<file path="src/rtl/led_seq_sched_pkg.sv">
// LED sequence scheduler: shared types and default sizes.
package led_seq_sched_pkg;

  localparam int NUM_SLOTS_DEF = 8;
  localparam int CNT_W_DEF     = 16;

  typedef enum logic [2:0] {
    ST_IDLE   = 3'd0,
    ST_ARMED  = 3'd1,
    ST_DELAY  = 3'd2,
    ST_EXPOSE = 3'd3,
    ST_HOLD   = 3'd4
  } state_e;

  // One slot-table entry: which LED fires, when, and for how long.
  // dly is the number of cycles from the trigger edge to LED on.
  // exp is the exposure length minus one, in cycles.
  typedef struct packed {
    logic [2:0]           led;
    logic [CNT_W_DEF-1:0] dly;
    logic [CNT_W_DEF-1:0] exp;
  } slot_t;

endpackage

</file>
<file path="src/rtl/led_seq_sched_table.sv">
// Slot table for the LED scheduler: NUM_SLOTS entries, one synchronous write
// port, one combinational read port. Reset clears every entry.
module led_slot_table
  import led_seq_sched_pkg::*;
#(
  parameter int NUM_SLOTS = NUM_SLOTS_DEF
) (
  input  logic       clk,
  input  logic       rst,
  input  logic       we,
  input  logic [2:0] waddr,
  input  slot_t      wdata,
  input  logic [2:0] raddr,
  output slot_t      rdata
);

  slot_t mem_q [NUM_SLOTS];
  slot_t mem_d [NUM_SLOTS];

  // Next table contents: the addressed entry is replaced when we is high.
  always_comb begin
    mem_d = mem_q;
    if (we) mem_d[waddr] = wdata;
  end

  // Table storage with synchronous clear.
  always_ff @(posedge clk) begin
    if (rst) begin
      for (int i = 0; i < NUM_SLOTS; i++) mem_q[i] <= '0;
    end else begin
      mem_q <= mem_d;
    end
  end

  assign rdata = mem_q[raddr];

endmodule

</file>
<file path="src/rtl/led_seq_sched.sv">
// LED sequence scheduler. Steps through a table of LED slots, one slot per
// projector trigger edge, firing each LED after a programmed delay for a
// programmed exposure. Runs frame_num sequences, or forever when it is 0.
// Optional build macro LED_SEQ_SCHED_OVERRUN_EN adds sticky detection of a
// trigger edge arriving while a slot is still in its delay or exposure.
//
// state  | meaning
// -------+-----------------------------------------------------------
// IDLE   | not running; table writable, waiting for start
// ARMED  | waiting for a projector trigger edge for the current slot
// DELAY  | counting down the slot delay
// EXPOSE | current slot LED driven low for exp+1 cycles
// HOLD   | LED off; waiting for proj_trg to drop, then advance slot
module led_seq_sched
  import led_seq_sched_pkg::*;
#(
  parameter int NUM_SLOTS = NUM_SLOTS_DEF,
  parameter int CNT_W     = CNT_W_DEF
) (
  input  logic             clk,
  input  logic             rst,
  input  logic             cfg_we,
  input  logic [2:0]       cfg_addr,
  input  logic [2:0]       cfg_led,
  input  logic [CNT_W-1:0] cfg_dly,
  input  logic [CNT_W-1:0] cfg_exp,
  input  logic [3:0]       seq_len,
  input  logic [31:0]      frame_num,
  input  logic             start,
  input  logic             stop,
  input  logic             proj_trg,
  output logic [7:0]       trig,
  output logic             busy,
  output logic [2:0]       slot_idx,
  output logic [31:0]      frame_cnt,
  output logic             done,
  output logic             err_overrun
);

  state_e           state_q, state_d;
  logic [CNT_W-1:0] cnt_q, cnt_d;
  logic [2:0]       slot_idx_q, slot_idx_d;
  logic [31:0]      frame_cnt_q, frame_cnt_d;
  logic [7:0]       trig_q, trig_d;
  logic             busy_q, busy_d;
  logic             done_q, done_d;
  logic             trg_dly_q, trg_dly_d;
`ifdef LED_SEQ_SCHED_OVERRUN_EN
  logic             err_q, err_d;
`endif

  logic       trg_edge;
  logic [2:0] last_slot;
  logic [31:0] frame_nxt;
  logic       tbl_we;
  slot_t      wr_slot;
  slot_t      cur_slot;

  assign trg_edge  = proj_trg & ~trg_dly_q;
  assign frame_nxt = frame_cnt_q + 32'd1;
  // The table is frozen while a run is in progress.
  assign tbl_we    = cfg_we && (state_q == ST_IDLE);

  assign wr_slot.led = cfg_led;
  assign wr_slot.dly = cfg_dly;
  assign wr_slot.exp = cfg_exp;

  led_slot_table #(
    .NUM_SLOTS (NUM_SLOTS)
  ) u_table (
    .clk   (clk),
    .rst   (rst),
    .we    (tbl_we),
    .waddr (cfg_addr),
    .wdata (wr_slot),
    .raddr (slot_idx_q),
    .rdata (cur_slot)
  );

  // Last active slot index; out-of-range lengths run the full table.
  always_comb begin
    last_slot = 3'd7;
    if (seq_len != 4'd0 && seq_len <= 4'd8) last_slot = 3'(seq_len - 4'd1);
  end

  // Next-state, counter and output decode for the sequencer.
  always_comb begin
    state_d     = state_q;
    cnt_d       = cnt_q;
    slot_idx_d  = slot_idx_q;
    frame_cnt_d = frame_cnt_q;
    done_d      = 1'b0;
    trg_dly_d   = proj_trg;
`ifdef LED_SEQ_SCHED_OVERRUN_EN
    err_d       = err_q;
`endif

    if (stop) begin
      state_d = ST_IDLE;
    end else begin
      unique case (state_q)
        ST_IDLE: begin
          if (start) begin
            state_d     = ST_ARMED;
            slot_idx_d  = 3'd0;
            frame_cnt_d = 32'd0;
`ifdef LED_SEQ_SCHED_OVERRUN_EN
            err_d       = 1'b0;
`endif
          end
        end
        ST_ARMED: begin
          if (trg_edge) begin
            state_d = ST_DELAY;
            cnt_d   = cur_slot.dly;
          end
        end
        ST_DELAY: begin
          if (cnt_q == '0) begin
            state_d = ST_EXPOSE;
            cnt_d   = cur_slot.exp;
          end else begin
            cnt_d = cnt_q - CNT_W'(1);
          end
        end
        ST_EXPOSE: begin
          if (cnt_q == '0) state_d = ST_HOLD;
          else             cnt_d   = cnt_q - CNT_W'(1);
        end
        ST_HOLD: begin
          if (!proj_trg) begin
            if (slot_idx_q == last_slot) begin
              slot_idx_d  = 3'd0;
              frame_cnt_d = frame_nxt;
              if (frame_num != 32'd0 && frame_nxt == frame_num) begin
                state_d = ST_IDLE;
                done_d  = 1'b1;
              end else begin
                state_d = ST_ARMED;
              end
            end else begin
              slot_idx_d = slot_idx_q + 3'd1;
              state_d    = ST_ARMED;
            end
          end
        end
        default: state_d = ST_IDLE;
      endcase
`ifdef LED_SEQ_SCHED_OVERRUN_EN
      // A new edge before the slot finished means the trigger outran us.
      if ((state_q == ST_DELAY || state_q == ST_EXPOSE) && trg_edge) err_d = 1'b1;
`endif
    end

    // Outputs are decoded from the next state so they line up with it.
    busy_d = (state_d != ST_IDLE);
    trig_d = 8'hFF;
    if (state_d == ST_EXPOSE) trig_d = ~(8'h01 << cur_slot.led);
  end

  // Sequencer state and registered outputs.
  always_ff @(posedge clk) begin
    if (rst) begin
      state_q     <= ST_IDLE;
      cnt_q       <= '0;
      slot_idx_q  <= 3'd0;
      frame_cnt_q <= 32'd0;
      trig_q      <= 8'hFF;
      busy_q      <= 1'b0;
      done_q      <= 1'b0;
      trg_dly_q   <= 1'b0;
`ifdef LED_SEQ_SCHED_OVERRUN_EN
      err_q       <= 1'b0;
`endif
    end else begin
      state_q     <= state_d;
      cnt_q       <= cnt_d;
      slot_idx_q  <= slot_idx_d;
      frame_cnt_q <= frame_cnt_d;
      trig_q      <= trig_d;
      busy_q      <= busy_d;
      done_q      <= done_d;
      trg_dly_q   <= trg_dly_d;
`ifdef LED_SEQ_SCHED_OVERRUN_EN
      err_q       <= err_d;
`endif
    end
  end

  assign trig      = trig_q;
  assign busy      = busy_q;
  assign slot_idx  = slot_idx_q;
  assign frame_cnt = frame_cnt_q;
  assign done      = done_q;
`ifdef LED_SEQ_SCHED_OVERRUN_EN
  assign err_overrun = err_q;
`else
  assign err_overrun = 1'b0;
`endif

endmodule

</file>
<file path="config.mk">
export PLATFORM = sky130hd
export DESIGN_NAME = led_seq_sched
export DESIGN_NICKNAME = d
export VERILOG_FILES = /design/src/rtl/led_seq_sched_pkg.sv /design/src/rtl/led_seq_sched_table.sv /design/src/rtl/led_seq_sched.sv
export SDC_FILE = /design/constraint.sdc
export NUM_CORES = 1
export LEC_CHECK = 0
export CAP_MARGIN = 20
export CORE_MARGIN = 10
export CORE_UTILIZATION = 28
export CTS_CLUSTER_DIAMETER = 80
export DETAILED_ROUTE_END_ITERATION = 10
export PLACE_DENSITY_LB_ADDON = 0.1
export SLEW_MARGIN = 10
export SYNTH_ARGS = -nofsm -noshare
export SYNTH_HDL_FRONTEND = slang
export SYNTH_HIERARCHICAL = 1
export SYNTH_SLANG_ARGS = --single-unit
</file>
<file path="constraint.sdc">
create_clock -name clk -period 3.3 [get_ports clk]
set_input_delay 0.66 -clock clk [delete_from_list [all_inputs] [get_ports clk]]
set_output_delay 0.66 -clock clk [all_outputs]
set_load 0.02 [all_outputs]
</file>
# After elaboration in Yosys (flattened, before gate mapping)
# Index checks and enable logic that the tools add are counted.
# totals
ff_bits	345
input_bits	80
out_inout_bits	46
wordCells	107
# op_classes
n_reduce_logical	16
magnitude_cmp	4
n_shift	1
n_mux	29
eq_ne	12
add_sub_neg	4
bitwise_logic	9
# ops
op	count
$bwmux 280	1
$bmux 35 s3	1
$demux 35 s3	1
$mux 35	3
$mux 32	3
$pmux 32 s2	1
$mux 16	3
$pmux 16 s3	1
$mux 3	11
$add 32x1->32 const B	1
$eq 32x32->1	1
$reduce_bool 32->1	1
$logic_not 16->1	1
$sub 16x1->16 const B	1
$pmux 3 s5	1
$ne 2x2->1 const B	5
$eq 3x2->1 const B	3
$ge 4x4->1 const B	2
$not 3->4	2
$not 8->8	1
$reduce_and 4->1	2
$shl 1x3->8 const A	1
$pmux 3 s2	1
$reduce_bool 3->1	2
17 further kinds	25

# Longest topological paths before layout
# Gate-level depths: netlist of the first run.
# logic_depth
ltp_word	11
mapped_depth	12
ltp_nobuf	10

# By module
# Netlist of the first run, hierarchy kept.
# by_module_without_submodules
mod	seq_area_each_um2	area_per_inst_um2	n_inst	cells_each
led_slot_table	5605.4	12160.4	1	1390
led_seq_sched	1301.2	4854.7	1	667

# Worst setup path before layout of the first run
# Ideal clock, no wire load.
# synth_timing
path_type	input port to flip-flop
start	input seq_len[0]
end	register frame_cnt_q[18] (netlist: frame_cnt[18])
stages	11
setup_ps	70
path_slack_ps	348
n_path_buf	2
required_time_ps	3230
arrival_ps	2881
path_cell_list	inv_1 > ha_1 > xnor2_1 > or4_1 > nor2_1 > o32ai_1 > nand2b_1 > clkbuf_1 > clkbuf_1 > or3_2 > a21oi_1
# synth_between
elab_chain_cells	6
word_cells_on_any_way	8
cone_classes	add/sub (1); order compare (1); eq/ne (2); mux (1); reduce/logical (3)
# synth_lines
item	line	rtl
start: declaration	led_seq_sched.sv:27	input logic [3:0] seq_len,
$le 4x4->1 / $reduce_bool 4->1 (equally long branches)	led_seq_sched.sv:83	if (seq_len != 4'd0 && seq_len <= 4'd8) last_slot = 3'(seq_len - 4'd1);
$logic_and 1x1->1	led_seq_sched.sv:83	
$mux 3 *	led_seq_sched.sv:83	
$eq 3x3->1 *	led_seq_sched.sv:132	if (slot_idx_q == last_slot) begin
$ne 2x2->1 (no source line) *	n/a	
$reduce_and 5->1 (no source line) *	n/a	
end signal: assignment	led_seq_sched.sv:179	frame_cnt_q <= frame_cnt_d;
end: declaration	led_seq_sched.sv:43	logic [31:0] frame_cnt_q, frame_cnt_d;
# Every way passes the cells marked *; elsewhere a longest branch is shown, timed or not.
# A chain may end at the register's enable or synchronous reset.

# Final worst setup path of the first run
# layout_timing
start	register frame_cnt_q[0] (netlist: frame_cnt[0])
end	register done_q (netlist: done)
# layout_between
elab_chain_cells	4
# layout_lines
item	line	rtl
$add 32x1->32	led_seq_sched.sv:60	assign frame_nxt = frame_cnt_q + 32'd1;
$eq 32x32->1	led_seq_sched.sv:135	if (frame_num != 32'd0 && frame_nxt == frame_num) begin
$logic_and 1x1->1	led_seq_sched.sv:135	
$mux 1	led_seq_sched.sv:135	
end signal: assignment	led_seq_sched.sv:182	done_q <= done_d;
end: declaration	led_seq_sched.sv:46	logic done_q, done_d;
# Every way passes these cells.

==> results.cfg, run 1 <==
[critical_path]
worstPathMaxFanout = 8
start_kind = register
cpLargestDelayFamily = simple AND/OR/NAND/NOR gates
critPathRequiredTime_ps = 3800
r2r_slack_ps = 300
critical-path-max-stage-delay_ps = 410
cp_cell_sequence = ha_1, nand3_2, nor3_1, buf_4, nand3b_1, or2_2, xnor2_1, o21bai_1, a2111oi_2, nor2b_1
criticalPathCategory = reg2reg
end_kind = register
arrival_ps = 3490
cp_num_buf_inv = 1
cp_slowest_cell = nor3_1

[layout]
area_growth_pct = 20.8
fillerInstances = 6197
fin_cells = 2944
final_cell_mix = 605 x nand2_1, 342 x dfxtp_1, 337 x a21oi_1, 123 x clkdlybuf4s50_1, 83 x nor2_1
nets = 2213
finish.utilization_pct = 34.1
drive_above_1_share_pct = 13.9
finalInstanceArea_sq_mm = 0.0205
seqCellArea_sq_mm = 0.00692
multi_input_area_sq_mm = 0.00896
layout_commonest_cell = nand2_1

[place]
place_inst = 2864
hpwlAfterDp_mm = 37.8
place_area_sq_mm = 0.0191
port_buffers = 124
gp_congestion = 0.794

[route]
via_per_inst = 5.06
drc = 0
drt-pass1-iter-count = 5
vias = 14900
met1Wirelength_mm = 28.0
antenna_left = 0
met3WireLength_mm = 2.42
wl_per_cell_microns = 20.9
drt_iter0_drc = 910
wirelength_mm = 61.4
dr.max_layer_used = met4
dr_wl_met2_mm = 29.5

[global_routing]
grt_pass1_wl_mm = 92.7
first_global_vias = 14600
antenna_found_initial = 1
grt_max_degree = 139
gr-total-overflow = 0
grt_util_all_layers_pct = 16.9

[min_path]
holdCritPathClass = in2reg

[yosys]
synth_edf_count = 0
avgSynthCellArea_sq_um = 8.27
ys_seq_elements = 345
synthesis.area_sq_mm = 0.0170
synth_warnings = 6
synthArstFlopShare_pct = 0
synthFlopType = dfxtp_1
synth.distinct_cells = 70
syn-num-nets = 2142
synth-seq-area-share_pct = 40.6
syn_inst = 2057

[cts]
clk_pin_slew_ps = 60
post_cts_buffers = 0
postCtsHoldBufs = 0
cts_max_level = 2
clock_path_buffers = 3
postCtsResizedCells = 0
clock-sinks = 345
clk_latency_ps = 580
numCtsBuffers = 44
tritoncts = built
cts_root_buf = clkbuf_16

[floorplanning]
start_util_pct = 28.2
die_w_microns = 267
core_sq_mm = 0.0602
pin_count = 126
die_area_sq_mm = 0.0710
row_count = 90
dieHeight_microns = 267

[sta]
max_slew_margin_pct = 36.8
skew_ps = 19.7
fin_crit_sh_pct = 90.8
final-hold-violation-count = 0
fmax_ghz = 0.334
finalCriticalPeriod_ps = 3000
setup_viol = 0
worst_pin_slew_ps = 948
final-max-slew-violation-count = 0
rsz0062_at_grt = false

[pwr]
p_leak_nw = 6.81
power_density_mw_per_mm2 = 479
finalPower_mw = 9.84
ir_drop_mv = 0.367

[flow_run]
maxCapViolCount = 0

[outcome]
status = complete, no violations
[power breakdown]
part	internal [mW]	leakage, nW	total, mW	switching (mW)
Clock	2.94	0.734	4.89	1.94
Sequential	4.24	2.79	4.27	0.0360
Combinational	0.263	3.28	0.681	0.418
Total	7.45	6.81	9.84	2.40
[state kept, by name, indices dropped and copies added (netlist names)]
signal	count
state_q	3
u_table/mem_q	280
slot_idx	3
cnt_q	16
busy	1
trg_dly_q	1
frame_cnt	32
done	1
trig	8
[metal layers]
layer,vias to the layer above,global-route usage [%]
li1,7235,-
met1,7305,22.3
met2,291,28.3
met3,79,2.21
met4,0,5.27
met5,-,0
[through the flow]
stage | hold slack, ps | setup TNS (ps) | setup slack, ps
floorplan | 432 | 0 | 348
global placement | 438 | -7390 | -283
detailed placement | 443 | -7400 | -298
CTS | 398 | 0 | 235
global route | 439 | 0 | 9.84
finish | 431 | 0 | 305
[worst paths after layout]
check	cells after the start	endpoint	startpoint
worst max-delay path	10	done$_SDFF_PP0_	frame_cnt[0]$_SDFFE_PP0P_
worst min-delay path	3	state_q[1]$_SDFF_PP0_	rst
worst max register to register	10	done$_SDFF_PP0_	frame_cnt[0]$_SDFFE_PP0P_
worst min register to register	2	u_table/mem_q[35]$_SDFFE_PP0P_	u_table/mem_q[35]$_SDFFE_PP0P_
[area by class of cell]
| cell class | instances | area share, % |
|---|---|---|
| flip-flops and latches | 345 | 33.7 |
| repair buffers | 215 | 10.4 |
| diodes | 1 | 0.0122 |
| multi-input cells | 1502 | 43.6 |
| inverters | 20 | 0.365 |
| clock inverters | 16 | 0.919 |
| clock buffers | 63 | 6.24 |
| well taps | 782 | 4.76 |
[cells in the mapped netlist (all sizes together), types with 25 or more instances]
cell type,instances,area [sq um]
nor2,83,312
mux4,70,1600
buf,126,858
o21ai,55,275
xnor2,30,263
nand2,605,2270
a21oi,337,1690
dfxtp,345,6910
nand3,25,135
clkbuf,63,236
mux2,35,394
nor3,33,186
[worst register-to-register path, delay by kind of cell, from the launching register on]
family,cells,cell delay (ps)
xor+xnor,1,160
fa+ha+maj,1,330
flops,1,350
compound gates,2,580
buf+inv,1,220
simple gates,5,1280
[cell families (layout without fill, tap and decap cells)]
family / Yosys count / in the layout / share of synthesized area, %
other cells: 1 / 2 / 0.0220
flops: 345 / 345 / 40.6
xor+xnor: 47 / 47 / 2.42
mux: 114 / 114 / 12.2
compound gates: 447 / 447 / 14.1
buf+inv: 210 / 314 / 6.93
simple gates: 888 / 888 / 23.4
fa+ha+maj: 5 / 5 / 0.368
(Power assumes the default switching activity.)
==> run 2: changes to the inputs <==
ABC_CLOCK_PERIOD_IN_PS = 3300   (was default)
CORE_MARGIN = 2   (was 10)
==> run 2 against run 1 <==
Die area decreased by 12%; sequential cell count unchanged; wire length fell by 3.2%; non-clock buffer count shrank 4; total power shrank 0.66%; largest cell class unchanged; largest power group unchanged; highest routed layer is now met5.
==> results.cfg, run 2 (synthesized netlist as in run 1, its figures left out) <==
[pwr]
finalPower_mw = 9.78
p_leak_nw = 6.77
p_sw_mw = 2.32
combinationalPowerShare_pct = 6.9
power_density_mw_per_mm2 = 477
intPower_mw = 7.46
ir_drop_mv = 0.259
p_sw_share_pct = 23.7
pwr-share-clk_pct = 49.4
seq_power_share_pct = 43.7

[sta]
final-max-slew-violation-count = 0
max_slew_margin_pct = 44.2
hold_ws_ps = 450
rsz0062_at_grt = false
finalCriticalPeriod_ps = 3100
fin_ws_ps = 199
final-hold-violation-count = 0
worst_pin_slew_ps = 837
fmax_ghz = 0.322
setup_tns_ps = 0
skew_ps = 13.6
setup_viol = 0
fin_crit_sh_pct = 94.0

[route]
met3WireLength_mm = 2.43
met1Wirelength_mm = 26.7
dr_wl_met2_mm = 28.9
wl_per_cell_microns = 20.2
drt-pass1-iter-count = 5
antenna_left = 0
via_per_inst = 5.06
drt_iter0_drc = 1091
wirelength_mm = 59.4
vias = 14800
dr.max_layer_used = met5
drc = 0

[global_routing]
gr-total-overflow = 0
antenna_found_initial = 2
grt_util_all_layers_pct = 18.6
grt_max_degree = 165
first_global_vias = 14400
grt_pass1_wl_mm = 89.7

[cts]
clk_pin_slew_ps = 60
postCtsResizedCells = 0
numCtsBuffers = 42
clock-sinks = 345
clk_latency_ps = 560
post_cts_buffers = 0
postCtsHoldBufs = 0
tritoncts = built
clock_path_buffers = 3
cts_root_buf = clkbuf_16
cts_max_level = 2

[floorplanning]
start_util_pct = 28.2
row_count = 90
die_w_microns = 251
core_sq_mm = 0.0602
pin_count = 126
dieHeight_microns = 251
die_area_sq_mm = 0.0628

[place]
place_inst = 2860
port_buffers = 124
place_area_sq_mm = 0.0191
hpwlAfterDp_mm = 36.3
gp_congestion = 0.811
dpl_worst_slack_ps = -279

[layout]
largest-register = u_table/mem_q
drive_above_1_share_pct = 13.4
finalInstanceArea_sq_mm = 0.0205
area_growth_pct = 20.4
fillerInstances = 6206
largest_reg_flops = 280
nets = 2207
final_cell_mix = 605 x nand2_1, 342 x dfxtp_1, 337 x a21oi_1, 123 x clkdlybuf4s50_1, 83 x nor2_1
layout_commonest_cell = nand2_1
fin_cells = 2936
finish.utilization_pct = 34.0

[critical_path]
crit_end = busy$_SDFF_PP0_
r2r_slack_ps = 200
arrival_ps = 3540
criticalPathCategory = reg2reg
r2r_cells = 12
critPathRequiredTime_ps = 3740
startpoint = frame_cnt[1]$_SDFFE_PP0P_
worstPathMaxFanout = 7
r2r-end = busy$_SDFF_PP0_
start_kind = register
end_kind = register
worstReg2RegStart = frame_cnt[1]$_SDFFE_PP0P_

[outcome]
status = complete, no violations

[flow_run]
maxCapViolCount = 0

[min_path]
holdCritPathClass = in2reg
run 2: changes by cell type in the layout (fill, tap and decap cells not counted), sizes merged:
cell,previous run,this run
clkinvlp,0,1
diode,1,2
buf,92,88
inv,22,20
clkinv,11,4
clkbuf,63,66
run 2: metal layers:
layer,track usage [%],vias to the layer above
met5,0,-
li1,-,7210
met3,2.63,85
met2,31.9,323
met4,5.53,2
met1,24.1,7222
run 2: cell type report:
type	instances	area (sq um)	area share, %
flip-flops and latches	345	6920	33.8
well taps	782	978	4.78
inverters	20	75.1	0.366
repair buffers	211	2120	10.4
clock buffers	66	1320	6.42
diodes	2	5.00	0.0244
clock inverters	8	118	0.574
multi-input cells	1502	8960	43.7
run 2: worst min-delay path by stage:
stage                                                from                               to  slack, ps  cells past startpoint
after global placement    u_table/mem_q[224]$_SDFFE_PP0P_  u_table/mem_q[224]$_SDFFE_PP0P_        440                      2
after floorplan           u_table/mem_q[141]$_SDFFE_PP0P_  u_table/mem_q[141]$_SDFFE_PP0P_        430                      2
after detailed placement   u_table/mem_q[53]$_SDFFE_PP0P_   u_table/mem_q[53]$_SDFFE_PP0P_        440                      2
final                                                 rst       frame_cnt[26]$_SDFFE_PP0P_        450                      2
after global routing                                  rst       frame_cnt[11]$_SDFFE_PP0P_        460                      2
after CTS                                             rst       frame_cnt[25]$_SDFFE_PP0P_        420                      2
run 2: critical path: stages (launching register included):
cell	delay [ps]
dfxtp_1	420
ha_1	230
buf_4	160
and3b_1	150
o21ai_0	90
a2111oi_0	690
buf_4	230
nand4_1	100
nor3_1	230
buf_4	160
nand4_1	80
a2111oi_2	300
o21ai_0	130
run 2: power by group through the flow:
stage	clock, mW	sequential (mW)	combinational [mW]
2_1_floorplan	0	4.36	0.411
5_1_grt	5.10	4.28	0.741
4_1_cts	4.96	4.27	0.687
6_report	4.83	4.27	0.679
3_5_place_dp	0	4.36	0.684
3_3_place_gp	0	4.36	0.679
